[config.mk]
export PLATFORM = sky130hd
export DESIGN_NAME = keypad_scan
export DESIGN_NICKNAME = d
export VERILOG_FILES = /design/src/rtl/keypad_pkg.sv /design/src/rtl/sync2.sv /design/src/rtl/keypad_scan.sv
export SDC_FILE = /design/constraint.sdc
export NUM_CORES = 1
export LEC_CHECK = 0
export ABC_AREA = 0
export CORE_AREA = 2 2 104 106
export CTS_CLUSTER_DIAMETER = 100
export DETAILED_ROUTE_END_ITERATION = 8
export DIE_AREA = 0 0 106 108
export PLACE_DENSITY = 0.64
export SKIP_CTS_REPAIR_TIMING = 1
export SLEW_MARGIN = 20
export SYNTH_ARGS = -nofsm -noshare
export SYNTH_HDL_FRONTEND = slang
export SYNTH_SLANG_ARGS = --single-unit
[constraint.sdc]
create_clock -name clk -period 12.23 [get_ports clk]
set_input_delay 3.669 -clock clk [delete_from_list [all_inputs] [get_ports clk]]
set_output_delay 3.669 -clock clk [all_outputs]
set_load 0.02 [all_outputs]
[src/rtl/keypad_pkg.sv]
// rtl/keypad_pkg.sv - shared types and helpers for the matrix keypad scanner
//
// Purpose: scan FSM state encoding, frame-result kinds and the key-code width
// helper shared by keypad_scan and its bench.
// Ports: none (package).

package keypad_pkg;

    // Scan sequencer states.
    typedef enum logic [1:0] {
        IDLE   = 2'd0,
        DRIVE  = 2'd1,
        SAMPLE = 2'd2,
        EVAL   = 2'd3
    } state_t;

    // Classification of one complete keypad frame.
    typedef enum logic [1:0] {
        RES_NONE  = 2'd0,
        RES_KEY   = 2'd1,
        RES_MULTI = 2'd2
    } res_kind_t;

    // Width needed to hold a key index in 0 .. n-1; never narrower than 1 bit.
    function automatic int code_width(input int n);
        return (n > 1) ? $clog2(n) : 1;
    endfunction

endpackage

[src/rtl/sync2.sv]
// rtl/sync2.sv - two-flop synchroniser with set-to-one reset
//
// Purpose: brings asynchronous, active-low, pulled-up lines into the clk
// domain. Resets to all ones so an idle bus reads as "nothing closed".
// Ports:
//   clk   in  1  sampling clock
//   nrst  in  1  synchronous active-low reset
//   d     in  W  asynchronous input lines
//   q     out W  synchronised copy of d, two cycles late

module sync2 #(
    parameter int W = 1
) (
    input  logic         clk,
    input  logic         nrst,
    input  logic [W-1:0] d,
    output logic [W-1:0] q
);

    logic [W-1:0] meta;

    always_ff @(posedge clk) begin
        if (!nrst) begin
            meta <= '1;
            q    <= '1;
        end else begin
            meta <= d;
            q    <= meta;
        end
    end

endmodule

[src/rtl/keypad_scan.sv]
// rtl/keypad_scan.sv - row-scanning matrix keypad reader with frame debounce
//
// Purpose: drives one keypad row low at a time, samples the synchronised
// column lines, classifies each full frame as no key / one key / several
// keys, debounces frame results and reports accepted single-key presses.
// Ports:
//   clk        in   1       system clock, all logic on posedge
//   nrst       in   1       synchronous active-low reset
//   en         in   1       scan enable; low parks the scanner in IDLE
//   col_in     in   COLS    raw column lines, 0 = contact closed
//   row_out    out  ROWS    row drive, one bit low while scanning a row
//   key_code   out  CODE_W  row*COLS+col of the last accepted key
//   key_valid  out  1       one-cycle pulse per newly accepted key
//   key_held   out  1       accepted single key still debounced-pressed
//   multi_key  out  1       debounced frame result is "several keys"

module keypad_scan
    import keypad_pkg::*;
#(
    parameter int ROWS       = 4,
    parameter int COLS       = 4,
    parameter int SETTLE     = 3,
    parameter int DEB_FRAMES = 3,
    parameter int CODE_W     = code_width(ROWS * COLS)
) (
    input  logic              clk,
    input  logic              nrst,
    input  logic              en,
    input  logic [COLS-1:0]   col_in,
    output logic [ROWS-1:0]   row_out,
    output logic [CODE_W-1:0] key_code,
    output logic              key_valid,
    output logic              key_held,
    output logic              multi_key
);

    localparam int NKEY = ROWS * COLS;
    localparam int RW   = (ROWS > 1) ? $clog2(ROWS) : 1;
    localparam int SW   = $clog2(SETTLE + 1);
    localparam int CW   = $clog2(DEB_FRAMES + 1);

    localparam logic [RW-1:0] LAST_ROW    = RW'(ROWS - 1);
    localparam logic [SW-1:0] LAST_SETTLE = SW'(SETTLE - 1);
    localparam logic [CW-1:0] DEB_MAX     = CW'(DEB_FRAMES);

    // ------------------------------------------------------------------
    // Column synchroniser
    // ------------------------------------------------------------------
    logic [COLS-1:0] col_sync;

    sync2 #(
        .W(COLS)
    ) u_col_sync (
        .clk (clk),
        .nrst(nrst),
        .d   (col_in),
        .q   (col_sync)
    );

    // ------------------------------------------------------------------
    // Scan sequencer
    // ------------------------------------------------------------------
    state_t          state_q, state_d;
    logic [RW-1:0]   row_q,   row_d;
    logic [SW-1:0]   settle_q, settle_d;

    always_ff @(posedge clk) begin
        if (!nrst) begin
            state_q  <= IDLE;
            row_q    <= '0;
            settle_q <= '0;
        end else begin
            state_q  <= state_d;
            row_q    <= row_d;
            settle_q <= settle_d;
        end
    end

    always_comb begin
        state_d  = state_q;
        row_d    = row_q;
        settle_d = settle_q;
        if (!en) begin
            // Dropping enable abandons whatever frame was in progress.
            state_d  = IDLE;
            row_d    = '0;
            settle_d = '0;
        end else begin
            unique case (state_q)
                IDLE: begin
                    state_d  = DRIVE;
                    row_d    = '0;
                    settle_d = '0;
                end
                DRIVE: begin
                    if (settle_q == LAST_SETTLE) begin
                        state_d  = SAMPLE;
                        settle_d = '0;
                    end else begin
                        settle_d = settle_q + 1'b1;
                    end
                end
                SAMPLE: begin
                    // The row index only wraps back to 0 through EVAL.
                    if (row_q == LAST_ROW) begin
                        state_d = EVAL;
                    end else begin
                        state_d = DRIVE;
                        row_d   = row_q + 1'b1;
                    end
                end
                EVAL: begin
                    state_d  = DRIVE;
                    row_d    = '0;
                    settle_d = '0;
                end
                default: begin
                    state_d  = IDLE;
                    row_d    = '0;
                    settle_d = '0;
                end
            endcase
        end
    end

    // Row drive is decoded from registered state, so it changes only on clk.
    always_comb begin
        row_out = '1;
        if (state_q == DRIVE || state_q == SAMPLE) begin
            row_out[row_q] = 1'b0;
        end
    end

    // ------------------------------------------------------------------
    // Frame accumulator: one bit per key, 1 = contact closed
    // ------------------------------------------------------------------
    logic [NKEY-1:0] frame_q;

    always_ff @(posedge clk) begin
        if (!nrst) begin
            frame_q <= '0;
        end else if (en && state_q == SAMPLE) begin
            frame_q[int'(row_q) * COLS +: COLS] <= ~col_sync;
        end
    end

    // ------------------------------------------------------------------
    // Frame classification
    // ------------------------------------------------------------------
    res_kind_t         res_kind;
    logic [CODE_W-1:0] res_code;
    logic [1:0]        n_hits;     // saturates at 2: "more than one"

    always_comb begin
        n_hits   = 2'd0;
        res_code = '0;
        for (int i = 0; i < NKEY; i++) begin
            if (frame_q[i]) begin
                if (n_hits == 2'd0) begin
                    res_code = CODE_W'(i);
                end
                if (n_hits != 2'd2) begin
                    n_hits = n_hits + 2'd1;
                end
            end
        end
        // Non-key results carry code 0 so kind+code compare as a single value.
        if (n_hits != 2'd1) begin
            res_code = '0;
        end
        unique case (n_hits)
            2'd0:    res_kind = RES_NONE;
            2'd1:    res_kind = RES_KEY;
            default: res_kind = RES_MULTI;
        endcase
    end

    // ------------------------------------------------------------------
    // Debounce and accepted result
    // ------------------------------------------------------------------
    res_kind_t         prev_kind, acc_kind;
    logic [CODE_W-1:0] prev_code, acc_code;
    logic [CW-1:0]     cnt_q, cnt_next;
    logic              same_prev, same_acc, accept;

    always_comb begin
        same_prev = (res_kind == prev_kind) && (res_code == prev_code);
        same_acc  = (res_kind == acc_kind)  && (res_code == acc_code);
        if (!same_prev) begin
            cnt_next = CW'(1);
        end else if (cnt_q >= DEB_MAX) begin
            cnt_next = DEB_MAX;
        end else begin
            cnt_next = cnt_q + 1'b1;
        end
        accept = (state_q == EVAL) && (cnt_next == DEB_MAX) && !same_acc;
    end

    always_ff @(posedge clk) begin
        if (!nrst) begin
            prev_kind <= RES_NONE;
            prev_code <= '0;
            acc_kind  <= RES_NONE;
            acc_code  <= '0;
            cnt_q     <= '0;
            key_code  <= '0;
            key_valid <= 1'b0;
            key_held  <= 1'b0;
            multi_key <= 1'b0;
        end else if (!en) begin
            // Idle: forget debounce history; key_code keeps the last key.
            prev_kind <= RES_NONE;
            prev_code <= '0;
            acc_kind  <= RES_NONE;
            acc_code  <= '0;
            cnt_q     <= '0;
            key_valid <= 1'b0;
            key_held  <= 1'b0;
            multi_key <= 1'b0;
        end else begin
            key_valid <= 1'b0;
            if (state_q == EVAL) begin
                prev_kind <= res_kind;
                prev_code <= res_code;
                cnt_q     <= cnt_next;
            end
            if (accept) begin
                acc_kind <= res_kind;
                acc_code <= res_code;
                unique case (res_kind)
                    RES_KEY: begin
                        key_code  <= res_code;
                        key_valid <= 1'b1;
                        key_held  <= 1'b1;
                        multi_key <= 1'b0;
                    end
                    RES_MULTI: begin
                        key_held  <= 1'b0;
                        multi_key <= 1'b1;
                    end
                    default: begin
                        key_held  <= 1'b0;
                        multi_key <= 1'b0;
                    end
                endcase
            end
        end
    end

endmodule

# --- After elaboration in Yosys (flattened, before gate mapping) ---
# Cells that the tools add are included.
word_totals:
  regBits: 51
  out_inout_bits: 11
  wordCells: 182
classes:
  addsub: 19
  n_lt_le_gt_ge: 3
  eq_ne: 31
  shift: 2
  mux: 78
  bitwise_logic: 2
  n_reduce_logical: 32
ops:
  columns: ["cell", "count"]
  rows:
  - ["two-way mux 4 bit", 30]
  - ["two-way mux 2 bit", 36]
  - ["adder 2 x 1 -> 2 bit (second input constant)", 18]
  - ["zero test 2 bit", 17]
  - ["inequality test 2 bit (second input constant)", 17]
  - ["negator 4 -> 33 bit", 1]
  - ["variable shift 4 x 33 -> 16 bit (first input constant)", 1]
  - ["indexed part select 4 x 33 -> 16 bit", 1]
  - ["bitwise mux 16 bit", 1]
  - ["== test 2 bit (second input constant)", 6]
  - ["case mux 2 bit (2 select lines)", 3]
  - ["== test 4 bit", 2]
  - ["inverter 4 bit", 2]
  - ["== test 2 x 1 -> 1 bit (second input constant)", 3]
  - ["logical AND 1 bit", 6]
  - ["two-way mux 1 bit", 6]
  - ["case mux 2 bit (3 select lines)", 1]
  - ["AND reduction 3 bit", 2]
  - ["== test 2 bit", 2]
  - ["AND reduction 2 bit", 2]
  - ["nonzero test 2 bit", 2]
  - ["less-than comparator 2 x 3 -> 1 bit (second input constant)", 1]
  - ["demux 1 bit (select 2 bit)", 1]
  - ["greater-or-equal comparator 2 x 1 -> 1 bit (second input constant)", 1]
  - ["other kinds (5)", 5]

# --- Depth between registers and ports, before layout ---
logic_depth:
  depth_word: 55
  depth_mapped: 34
  depth_no_buf: 28

# --- Cells and area by module ---
# A second synthesis with hierarchy kept.
unflattened:
  cells_unflattened: 661
  hier_area_um2: 5012.3
modules_own_cells:
  columns: ["module", "n_inst", "cells_each", "area_each_um2"]
  rows:
  - ["keypad_scan", 1, 645, 4802.1]
  - ["sync2", 1, 16, 210.2]

# --- Worst setup path before layout ---
# Ideal clock, no wire load.
synth_path:
  kind: "reg2reg"
  startpoint: "register frame_q[0]"
  endpoint: "register key_code[1]"
  setup_ns: 0.135
  arrival_ns: 6.628
  required_ns: 12.095
  setup_slack_ns: 5.467
  stages_incl_launch_ff: 31
  path_buffers: 3
  cell_sequence: "dfxtp_1 -> inv_1 -> ha_1 -> buf_2 -> or4b_4 -> buf_6 -> a31o_1 -> a21o_1 -> a21o_1 -> a32oi_2 -> o21ai_1 -> o2111a_1 -> a211o_2 -> buf_4 -> nor4_1 -> o31ai_1 -> o2bb2ai_1 -> and2_1 -> or3_4 -> a32oi_1 -> nor3_1 -> ha_1 -> and2_1 -> a31oi_1 -> nand2_1 -> a21oi_1 -> o21ai_0 -> nor3_1 -> o211ai_1 -> nand4_1 -> o22ai_1"
synth_between:
  elab_chain_cells: 55
  word_cells_on_any_way: 124
  cone_classes: "15 x add/sub; 23 x eq/ne; 64 x mux; 22 x reduce/logical"
synth_lines:
  columns: ["item", "line", "text"]
  rows:
  - ["start: declaration", "keypad_scan.sv:137", "logic [NKEY-1:0] frame_q;"]
  - ["start signal: indexed assignment", "keypad_scan.sv:143", "frame_q[int'(row_q) * COLS +: COLS] <= ~col_sync;"]
  - ["two-way mux 1 bit *", "keypad_scan.sv:158", "if (frame_q[i]) begin"]
  - ["adder 2 x 1 -> 2 bit or inequality test 2 bit (tied branches)", "keypad_scan.sv:163, keypad_scan.sv:162", null]
  - ["two-way mux 2 bit", "keypad_scan.sv:162", "if (n_hits != 2'd2) begin"]
  - ["two-way mux 2 bit", "keypad_scan.sv:158", null]
  - ["adder 2 x 1 -> 2 bit or inequality test 2 bit (tied branches)", "keypad_scan.sv:163, keypad_scan.sv:162", null]
  - ["two-way mux 2 bit", "keypad_scan.sv:162", null]
  - ["two-way mux 2 bit", "keypad_scan.sv:158", null]
  - ["adder 2 x 1 -> 2 bit or inequality test 2 bit (tied branches)", "keypad_scan.sv:163, keypad_scan.sv:162", null]
  - ["[... 38 more ...]", null, null]
  - ["== test 2 x 1 -> 1 bit, or another cell as far along", "keypad_scan.sv:171", "unique case (n_hits)"]
  - ["case mux 2 bit (2 select lines) or two-way mux 4 bit (tied branches)", "keypad_scan.sv:171, keypad_scan.sv:168", null]
  - ["== test 2 bit or == test 4 bit (tied branches)", "keypad_scan.sv:187", "same_prev = (res_kind == prev_kind) && (res_code == prev_code);"]
  - ["logical AND 1 bit", "keypad_scan.sv:187", null]
  - ["two-way mux 2 bit", "keypad_scan.sv:189", "if (!same_prev) begin"]
  - ["== test 2 bit", "keypad_scan.sv:196", "accept = (state_q == EVAL) && (cnt_next == DEB_MAX) && !same_acc;"]
  - ["logical AND 1 bit (2 in series)", "keypad_scan.sv:196", null]
  - ["AND reduction 3 bit (no source line)", null, null]
  - ["end signal: assignment", "keypad_scan.sv:232", "key_code <= res_code;"]
  - ["end: declaration", "keypad_scan.sv:31", "output logic [CODE_W-1:0] key_code,"]
# Mark *: on every way between the ends. The rest lies on a longest branch, timed or not.
# A chain may end at the register's enable or synchronous reset.

# --- Worst setup path in the final report ---
layout_path:
  startpoint: "register frame_q[0]"
  endpoint: "register key_code[2]"
# The elaborated chain is that of the path after synthesis.

==> out/metrics.csv <==
stage;metric;value;unit
floorplanning;fp.dieH;108;um
drt;drtIter0Drc;371;
cells_and_area;final_cell_mix;nand2_1 (51), dfxtp_1 (49), nor2_1 (43);
status;status;complete, no violations;
synthesis;ys_seq_area_share;20.2;%
power_and_ir_drop;switching_power;0.0753;mW
critical_path;crit_type;reg -> reg;
synthesis;ys_ff_latch;49;
hold_path;min_path_type;reg -> reg;
global_routing;antenna_found_initial;0;
critical_path;cp.arrival;8.66;ns
timing;finalMaxSlewViolations;0;
timing;setup_tns;0;ns
timing;rsz0062_at_grt;false;
timing;final.period_utilization;69.4;%
floorplanning;core;10200;um2
synthesis;ys.warnings.count;0;
drt;routed_wl;13100;um
floorplanning;start_util;47.5;%
cells_and_area;seq_area;981;um2
timing;setup_viol;0;
critical_path;cp.required;12.41;ns
power_and_ir_drop;p_sw_share;25.5;%
cells_and_area;fin_nets;645;
critical_path;critPathMaxFanout;15;
drt;drc;0;
synthesis;synth.avg_cell_area;7.54;um2
clocking;cts_tree;built;
floorplanning;die_width;106;um
critical_path;r2r_cells;27;
drt;drt-wirelength-per-cell;17.3;um
timing;finClkSkew;0.00855;ns
critical_path;endpoint_kind;register;
critical_path;crit_path_start_kind;register;
global_routing;grt_max_degree;33;
flow_run;maxCapViolCount;0;
placed_design;portBuffers;17;
cells_and_area;final_cell_area;5060;um2
hold_path;min_path_cells;1;
synthesis;synth_ff_type;dfxtp_1;
placed_design;dp_hpwl;9720;um
drt;dr_total_vias;4995;
power_and_ir_drop;vdd_drop_max;0.0743;mV
power_and_ir_drop;power_density;58.2;nW/um2
clocking;clkSlewWorstSetupHoldPaths;0.09;ns
global_routing;grt_pass1_wl;22000;um
placed_design;routabilityCongestion;0.894;
timing;maxSlewHeadroom;28.3;%
power_and_ir_drop;p_clk_share;35.0;%
power_and_ir_drop;combPwrFrac;9.6;%
clocking;clockBufferDepth;2;
global_routing;grt.total_usage;22.9;%
floorplanning;die_area;11400;um2
timing;tightest_slew;1.07;ns
clocking;cts_max_level;2;
drt;antenna_left;0;
cells_and_area;multi_input_area;3540;um2
cells_and_area;final_common_cell;nand2_1;
timing;max_freq;118;MHz
cells_and_area;layout-drive-gt1-share;8.03;%
drt;firstDrtPassIters;5;
power_and_ir_drop;leakagePower;1.63;nW
clocking;clockRootBuffer;clkbuf_8;
global_routing;grt-ovfl-total;0;
power_and_ir_drop;p_seq_share;55.4;%
drt;vias_per_cell;6.58;
clocking;clk_latency;0.31;ns
synthesis;async_flop_share;0;%
timing;finalHoldViolCount;0;
cells_and_area;antennaDiodeCount;0;
power_and_ir_drop;internal_power;0.220;mW
floorplanning;io_pins;18;
clocking;cts_sinks;49;
synthesis;synth_area;4850;um2
timing;fin_crit;8.48;ns
cells_and_area;area_growth;4.33;%
floorplanning;row_count;37;
cells_and_area;nFillCells;1016;
synthesis;netlist_instances;644;
synthesis;syn_nets;667;
synthesis;synth_edf_count;0;
placed_design;dpl-instance-area;4960;um2
synthesis;synth.distinct_cells;95;
clocking;cts_buffers;5;
global_routing;grt_pass1_vias;4477;
==> path summary, 6_finish.rpt <==
check	from	to	slack, ns
max	frame_q[0]	key_code[2]	3.75
min	u_col_sync.meta[3]	u_col_sync.q[3]	0.41
max reg2reg	frame_q[0]	key_code[2]	3.75
min reg2reg	u_col_sync.meta[3]	u_col_sync.q[3]	0.41
==> metrics by stage <==
step / utilization (%) / power (mW) / hold WS [ns] / worst slack [ns] / instances
finish: 49.5 / 0.295 / 0.412 / 3.75 / 759
global route: 49.5 / 0.306 / 0.435 / 3.16 / 759
CTS: 49.5 / 0.297 / 0.415 / 3.94 / 759
detailed placement: 48.5 / 0.195 / 0.392 / 3.98 / 751
global placement: 48.5 / 0.194 / 0.389 / 4.12 / 751
floorplan: - / 0.187 / 0.386 / 5.47 / 644
==> Yosys cell counts, types with 5 or more instances <==
master     count  area, um2
a211o_1        5       43.8
a211oi_1      10       75.1
a21oi_1       41        205
a311oi_1       7       61.3
a31oi_1       14       87.6
and2_1        24        150
buf_2         10       50.1
clkbuf_1      27        101
dfxtp_1       49        981
ha_1          16        200
inv_1         26       97.6
nand2_1       51        191
nand2b_1      17        106
nand3_1       28        140
nand4_1        8       50.1
nor2_1        43        161
nor3_1        28        140
nor4_1         7       43.8
o2111a_1       6       67.6
o2111ai_1      8       70.1
o211ai_1      13       97.6
o21a_1         6       45.0
o21ai_0       36        180
o21ai_1        9       45.0
o22ai_1        9       56.3
o31ai_1        9       67.6
xnor2_1        6       52.6
xor2_1         5       43.8
==> flip-flops by register name, summed over array words and instances, names as in the netlist <==
name             count
cnt_q                2
u_col_sync.q         4
prev_code            4
key_code             4
key_valid            1
state_q              2
acc_code             4
u_col_sync.meta      4
prev_kind            2
multi_key            1
frame_q             16
row_q                2
key_held             1
settle_q             2
==> cell type report <==
cell class | count | area share [%]
clock buffer | 6 | 1.63
clock inverter | 2 | 0.346
inverter | 27 | 2.00
multi-input combinational | 522 | 69.9
sequential | 49 | 19.4
tap | 136 | 3.36
timing repair buffer | 17 | 3.36
==> routing by layer <==
layer | track usage [%] | part of all wire, % | routed length [um]
met1 | 32.4 | 48 | 6260
met4 | 6.67 | 1.5 | 193
met2 | 37.4 | 45 | 5950
met3 | 2.11 | 5.6 | 732
met5 | 0 | 0 | 0
==> worst max-delay path, cell delays in order, from the launching register on <==
cell	delay [ns]
dfxtp_1	0.39
inv_1	0.10
ha_1	0.42
or4b_4	0.60
a31o_1	0.22
nand3_1	0.20
nand2_1	0.21
a221oi_2	0.38
o21a_2	0.26
o31ai_1	0.13
o21ai_1	0.86
a311oi_1	0.20
a221o_1	0.37
nor4_2	0.40
o211ai_1	0.28
o221a_2	0.38
a211oi_1	0.34
nor3_1	0.13
ha_1	0.26
and2_1	0.24
a31oi_1	0.26
nand2_1	0.09
a21oi_1	0.49
o21ai_0	0.16
nor3_1	0.28
o211ai_1	0.23
nand4_1	0.32
o22ai_1	0.12
==> power groups by stage <==
| stage | combinational (mW) | clock [mW] | sequential [mW] |
|---|---|---|---|
| floorplan | 0.0210 | 0 | 0.166 |
| global placement | 0.0274 | 0 | 0.167 |
| detailed placement | 0.0277 | 0 | 0.167 |
| CTS | 0.0279 | 0.106 | 0.163 |
| global route | 0.0310 | 0.112 | 0.164 |
| finish | 0.0283 | 0.103 | 0.163 |
==> kinds of logic after synthesis <==
kind of cell	after synthesis	synth area share, %
AOI/OAI and AO/OA	249	39.0
and+or+nand+nor	245	27.6
buffers and inverters	73	6.83
DFF	49	20.2
adders and majority gates	16	4.12
xor gates and xnor gates	11	1.98
muxes	1	0.232
No activity file was read; power rests on OpenSTA's default activity.
